<file path="src/rtl/semaforo_scheduler.sv">
// Timed phase scheduler for a two-street intersection with a shared pedestrian crossing.
// Optional night flashing mode is enabled by defining SEMAFORO_NIGHT_FLASH_EN.
module semaforo_scheduler #(
    parameter int CNT_W       = 8,
    parameter int T_GREEN_MIN = 4,
    parameter int T_GREEN_MAX = 12,
    parameter int T_YELLOW    = 2,
    parameter int T_ALLRED    = 1,
    parameter int T_WALK      = 3
) (
    input  logic       clock,
    input  logic       reset,
    input  logic       TA,
    input  logic       TB,
    input  logic       ped_req,
`ifdef SEMAFORO_NIGHT_FLASH_EN
    input  logic       night,
`endif
    output logic [1:0] LA,
    output logic [1:0] LB,
    output logic       walk,
    output logic       ped_ack,
    output logic [2:0] phase
);

    localparam logic [1:0] L_GREEN  = 2'b00;
    localparam logic [1:0] L_YELLOW = 2'b01;
    localparam logic [1:0] L_RED    = 2'b10;
`ifdef SEMAFORO_NIGHT_FLASH_EN
    localparam logic [1:0] L_OFF    = 2'b11;
`endif

    localparam logic [CNT_W-1:0] GMIN_LAST = CNT_W'(T_GREEN_MIN - 1);
    localparam logic [CNT_W-1:0] GMAX_LAST = CNT_W'(T_GREEN_MAX - 1);
    localparam logic [CNT_W-1:0] YEL_LAST  = CNT_W'(T_YELLOW - 1);
    localparam logic [CNT_W-1:0] RED_LAST  = CNT_W'(T_ALLRED - 1);
    localparam logic [CNT_W-1:0] WALK_LAST = CNT_W'(T_WALK - 1);
    localparam logic [CNT_W-1:0] TMR_MAX   = '1;

    typedef enum logic [2:0] {
        S_AG    = 3'd0,
        S_AY    = 3'd1,
        S_AR    = 3'd2,
        S_BG    = 3'd3,
        S_BY    = 3'd4,
        S_BR    = 3'd5,
        S_WALK  = 3'd6,
        S_FLASH = 3'd7
    } state_t;

    state_t           state_q, state_d;
    logic [CNT_W-1:0] timer_q, timer_d;
    logic             next_b_q, next_b_d;
    logic             ped_pend_q, ped_pend_d;
    logic             demand_a, demand_b;
`ifdef SEMAFORO_NIGHT_FLASH_EN
    logic             flash_q, flash_d;
`endif

    always_ff @(posedge clock or negedge reset) begin
        if (!reset) begin
            state_q    <= S_AG;
            timer_q    <= '0;
            next_b_q   <= 1'b1;
            ped_pend_q <= 1'b0;
`ifdef SEMAFORO_NIGHT_FLASH_EN
            flash_q    <= 1'b0;
`endif
        end else begin
            state_q    <= state_d;
            timer_q    <= timer_d;
            next_b_q   <= next_b_d;
            ped_pend_q <= ped_pend_d;
`ifdef SEMAFORO_NIGHT_FLASH_EN
            flash_q    <= flash_d;
`endif
        end
    end

    always_comb begin
        state_d    = state_q;
        next_b_d   = next_b_q;
        ped_pend_d = ped_pend_q;
        demand_a   = TA | ped_pend_q;
        demand_b   = TB | ped_pend_q;

        case (state_q)
            S_AG: begin
                if (demand_b && timer_q >= GMIN_LAST && (!TA || timer_q >= GMAX_LAST))
                    state_d = S_AY;
`ifdef SEMAFORO_NIGHT_FLASH_EN
                if (night)
                    state_d = S_AY;
`endif
            end
            S_BG: begin
                if (demand_a && timer_q >= GMIN_LAST && (!TB || timer_q >= GMAX_LAST))
                    state_d = S_BY;
`ifdef SEMAFORO_NIGHT_FLASH_EN
                if (night)
                    state_d = S_BY;
`endif
            end
            S_AY: begin
                if (timer_q == YEL_LAST) begin
                    state_d  = S_AR;
                    next_b_d = 1'b1;
                end
            end
            S_BY: begin
                if (timer_q == YEL_LAST) begin
                    state_d  = S_BR;
                    next_b_d = 1'b0;
                end
            end
            S_AR, S_BR: begin
                if (timer_q == RED_LAST) begin
                    if (ped_pend_q)
                        state_d = S_WALK;
                    else if (next_b_q)
                        state_d = S_BG;
                    else
                        state_d = S_AG;
`ifdef SEMAFORO_NIGHT_FLASH_EN
                    if (night)
                        state_d = S_FLASH;
`endif
                end
            end
            S_WALK: begin
                if (timer_q == WALK_LAST)
                    state_d = next_b_q ? S_BG : S_AG;
            end
`ifdef SEMAFORO_NIGHT_FLASH_EN
            S_FLASH: begin
                if (!night) begin
                    state_d  = S_AR;
                    next_b_d = 1'b0;
                end
            end
`endif
            default: state_d = S_AG;
        endcase

        // A request arriving as the walk starts is considered served by that walk.
        if (ped_req && state_q != S_WALK)
            ped_pend_d = 1'b1;
        if (state_d == S_WALK && state_q != S_WALK)
            ped_pend_d = 1'b0;

        if (state_d != state_q)
            timer_d = '0;
        else if (timer_q == TMR_MAX)
            timer_d = timer_q;
        else
            timer_d = timer_q + 1'b1;

`ifdef SEMAFORO_NIGHT_FLASH_EN
        flash_d = (state_q == S_FLASH && state_d == S_FLASH) ? ~flash_q : 1'b0;
`endif
    end

    always_comb begin
        LA      = L_RED;
        LB      = L_RED;
        walk    = 1'b0;
        ped_ack = 1'b0;
        phase   = state_q;
        case (state_q)
            S_AG: LA = L_GREEN;
            S_AY: LA = L_YELLOW;
            S_BG: LB = L_GREEN;
            S_BY: LB = L_YELLOW;
            S_WALK: begin
                walk    = 1'b1;
                ped_ack = (timer_q == '0);
            end
`ifdef SEMAFORO_NIGHT_FLASH_EN
            S_FLASH: begin
                LA = flash_q ? L_OFF : L_YELLOW;
                LB = flash_q ? L_OFF : L_YELLOW;
            end
`endif
            default: ;
        endcase
    end

endmodule

</file>
<file path="config.mk">
export PLATFORM = sky130hd
export DESIGN_NAME = semaforo_scheduler
export DESIGN_NICKNAME = d
export VERILOG_FILES = /design/src/rtl/semaforo_scheduler.sv
export SDC_FILE = /design/constraint.sdc
export NUM_CORES = 1
export LEC_CHECK = 0
export BUFFER_PORTS_ARGS = -buffer_cell sky130_fd_sc_hd__buf_2
export CAP_MARGIN = 20
export CELL_PAD_IN_SITES_DETAIL_PLACEMENT = 2
export CELL_PAD_IN_SITES_GLOBAL_PLACEMENT = 2
export CORE_ASPECT_RATIO = 1.1
export CORE_MARGIN = 2
export CORE_UTILIZATION = 33
export DETAILED_ROUTE_END_ITERATION = 8
export HOLD_SLACK_MARGIN = 0.06
export MAX_ROUTING_LAYER = met4
export PLACE_DENSITY = 0.77
export SYNTH_ARGS = -nofsm -noshare
export SYNTH_HDL_FRONTEND = slang
export SYNTH_SLANG_ARGS = --single-unit
</file>
<file path="constraint.sdc">
create_clock -name clock -period 3.2 [get_ports clock]
set_input_delay 0.64 -clock clock [delete_from_list [all_inputs] [get_ports clock]]
set_output_delay 0.64 -clock clock [all_outputs]
set_load 0.02 [all_outputs]
</file>
==> impl_metrics.ini <==
[synth]
synthSimpleGateAreaFrac_pct = 36.3
yosys_warnings = 0
syn-instance-count = 137
synth_edf_count = 0
synthAdderAreaFrac_pct = 4.62
synth_compound_area_share_pct = 17.5
ys_ff_latch = 13
synthXorXnorAreaFrac_pct = 4.16
synth_mux_area_share_pct = 1.97
synth_ff_type = dfrtp_1
postSynthAreaPerCell_um2 = 7.90
async_reset_ff_share_pct = 100
synth_fp_nets = 146
netlist_area_um2 = 1080
synth_cell_type_count = 40
synth_top_family_by_area = simple AND/OR/NAND/NOR gates
synth_seq_area_share_pct = 30.2

[setup_path]
r2r_cells = 8
path_delay_family = simple AND/OR/NAND/NOR gates
crit_fanout = 8
cp.depth = 8
r2r-start = timer_q[0]
cp_data_arrival_time_ps = 2790
rrSetupSlack_ps = 570
cp-startpoint = timer_q[0]
crit_buf_inv = 1
cp_slowest_cell = or4b_4
crit_chain = inv_1, ha_1, or3b_2, o21ai_0, a21oi_1, or4b_4, xnor2_4, nor3_1
critPathLaunchType = register
crit_path_max_incr_delay_ps = 540
cp-end-kind = register
crit_end = timer_q[1]
r2r_end = timer_q[1]
critPathKind = register to register
cp.required_ps = 3360

[grt]
grt.total_usage_pct = 21.8
grt_pass1_vias = 1176
grt_max_degree = 15
antenna_found_initial = 0
grt_pass1_wl_mm = 6.19
grt-ovfl-total = 0

[floorplan]
start_util_pct = 34.9
fp.dieH_um = 64.1
io-pin-count = 14
dieArea_um2 = 3750
core_um2 = 3100
rows = 21
die_x_um = 58.6

[detailed_routing]
wire_per_inst_um = 19.5
antenna_violating_nets_post_route = 0
via_count = 1071
drc = 3
via_per_inst = 5.88
wl_mm = 3.54
dr.pass1.iters = 6
dr.first_iter.drc_count = 47

[cells_and_area]
drive_gt1_share_pct = 17.6
nets = 158
syn_to_final_growth_pct = 10.5
seq_area_um2 = 327
final_cell_count_no_fill = 182
antennaDiodeCount = 0
multiInputGateArea_um2 = 698
nFillCells = 389
final_cell_mix = nand2_1 (15), nor2_1 (13), buf_2 (13), dfrtp_1 (12), nand3_1 (10)
layout_commonest_cell = nand2_1

[hold_path]
holdCritPathClass = input port to async pin

[placed_design]
place_ws_ps = 567
place_hpwl_mm = 2.77
place_inst = 178
io_buffers = 13
place.gp.congestion = 0.836

[sta]
rsz0062_at_grt = no
tightest_slew_ps = 470
setup_viol = 0
fmax_ghz = 0.380
relSlewSlack_pct = 68.4
fin_skew_ps = 4.38
fin_ws_ps = 567
fin_crit_ps = 2630
timing.final.crit_share_pct = 82.3
tns_ps = 0
finalMaxSlewViolations = 0
hold_viol_final = 0

[clocking]
cts_resized = 0
cts_tree = yes
clock-root-buffer = clkbuf_4
cts_buffer_depth = 2
htree_levels = 1
hold_buffers = 0
clk_pin_slew_ps = 90
clock_sinks = 13
post_cts_buffers = 0
clock_latency_ps = 280
cts-buffers-inserted = 3

[job]
cap_violations = 0

[run_status]
status = finished with violations
violations = DRC

[power_and_ir_drop]
power.density_nw_per_um2 = 841
irDropWorstVdd_mv = 0.278
leakage_nw = 0.545
## sequential cells by signal (all words and copies together) (netlist names)
name,flops
ped_pend_q,1
next_b_q,1
phase,3
timer_q,8
## area by class of cell
type,instances,share of cell area [%]
inverters,8,2.51
flip-flops and latches,13,27.3
clock buffers,4,2.20
well taps,34,3.56
multi-input cells,109,58.4
repair buffers,14,6.07
## kinds of logic after synthesis
kind of cell | Yosys count
adders and majority gates | 4
xor gates and xnor gates | 3
and+or+nand+nor | 73
muxes | 2
DFF | 13
buffers and inverters | 15
AOI/OAI and AO/OA | 27
## cells in the mapped netlist, drive strengths merged (3+ instances only)
library cell  instances  share of area (%)
a21oi                 3                1.4
a31oi                 5                2.9
and3                  3                1.7
clkbuf                6                2.1
dfrtp                12                 28
ha                    4                4.6
inv                   8                2.8
nand2                15                5.2
nand3                10                4.6
nand4                 7                4.0
nor2                 13                4.5
nor2b                 6                3.5
nor3                  7                3.2
o211ai                3                2.1
o21ai                 7                3.2
xnor2                 3                4.2
## worst min path at each step
stage,startpoint,endpoint
after global routing,reset,phase[0]
after detailed placement,next_b_q,next_b_q
after floorplan,reset,ped_pend_q
final,reset,timer_q[0]
after global placement,next_b_q,next_b_q
after CTS,reset,timer_q[0]
## worst reg2reg max path, delay by kind of cell (launching register included)
family / cells / cell delay, ps
XOR/XNOR: 1 / 290
AND/OR/NAND/NOR: 3 / 1140
flip-flops: 1 / 430
adder cells (fa/ha/maj): 1 / 260
buffers and inverters: 1 / 130
AO/OA/AOI/OAI: 2 / 260
## metal layers
metal | GRT usage, % | up-vias | part of all wire (%)
li1 | - | 519 | -
met1 | 27.9 | 542 | 47
met2 | 37.1 | 8 | 51
met3 | 2.63 | 2 | 1.9
met4 | 4.26 | 0 | 0.51
met5 | - | - | 0
## per-stage QoR
stage               power (mW)  hold WS, ps  util (%)  instance area [um2]
global route              1.10          250      38.6                 1200
global placement         0.886          488      37.7                 1170
finish                    1.01          247      38.6                 1200
floorplan                0.722          344         -                 1080
CTS                       1.02          247      38.6                 1200
detailed placement       0.908          511      37.7                 1170
## report_power, final
part           total (mW)  switching (mW)  internal, mW
registers           0.302          0.0924         0.210
clock network       0.105          0.0569        0.0483
logic               0.598           0.372         0.226
Power figures use the tool's default switching activity.
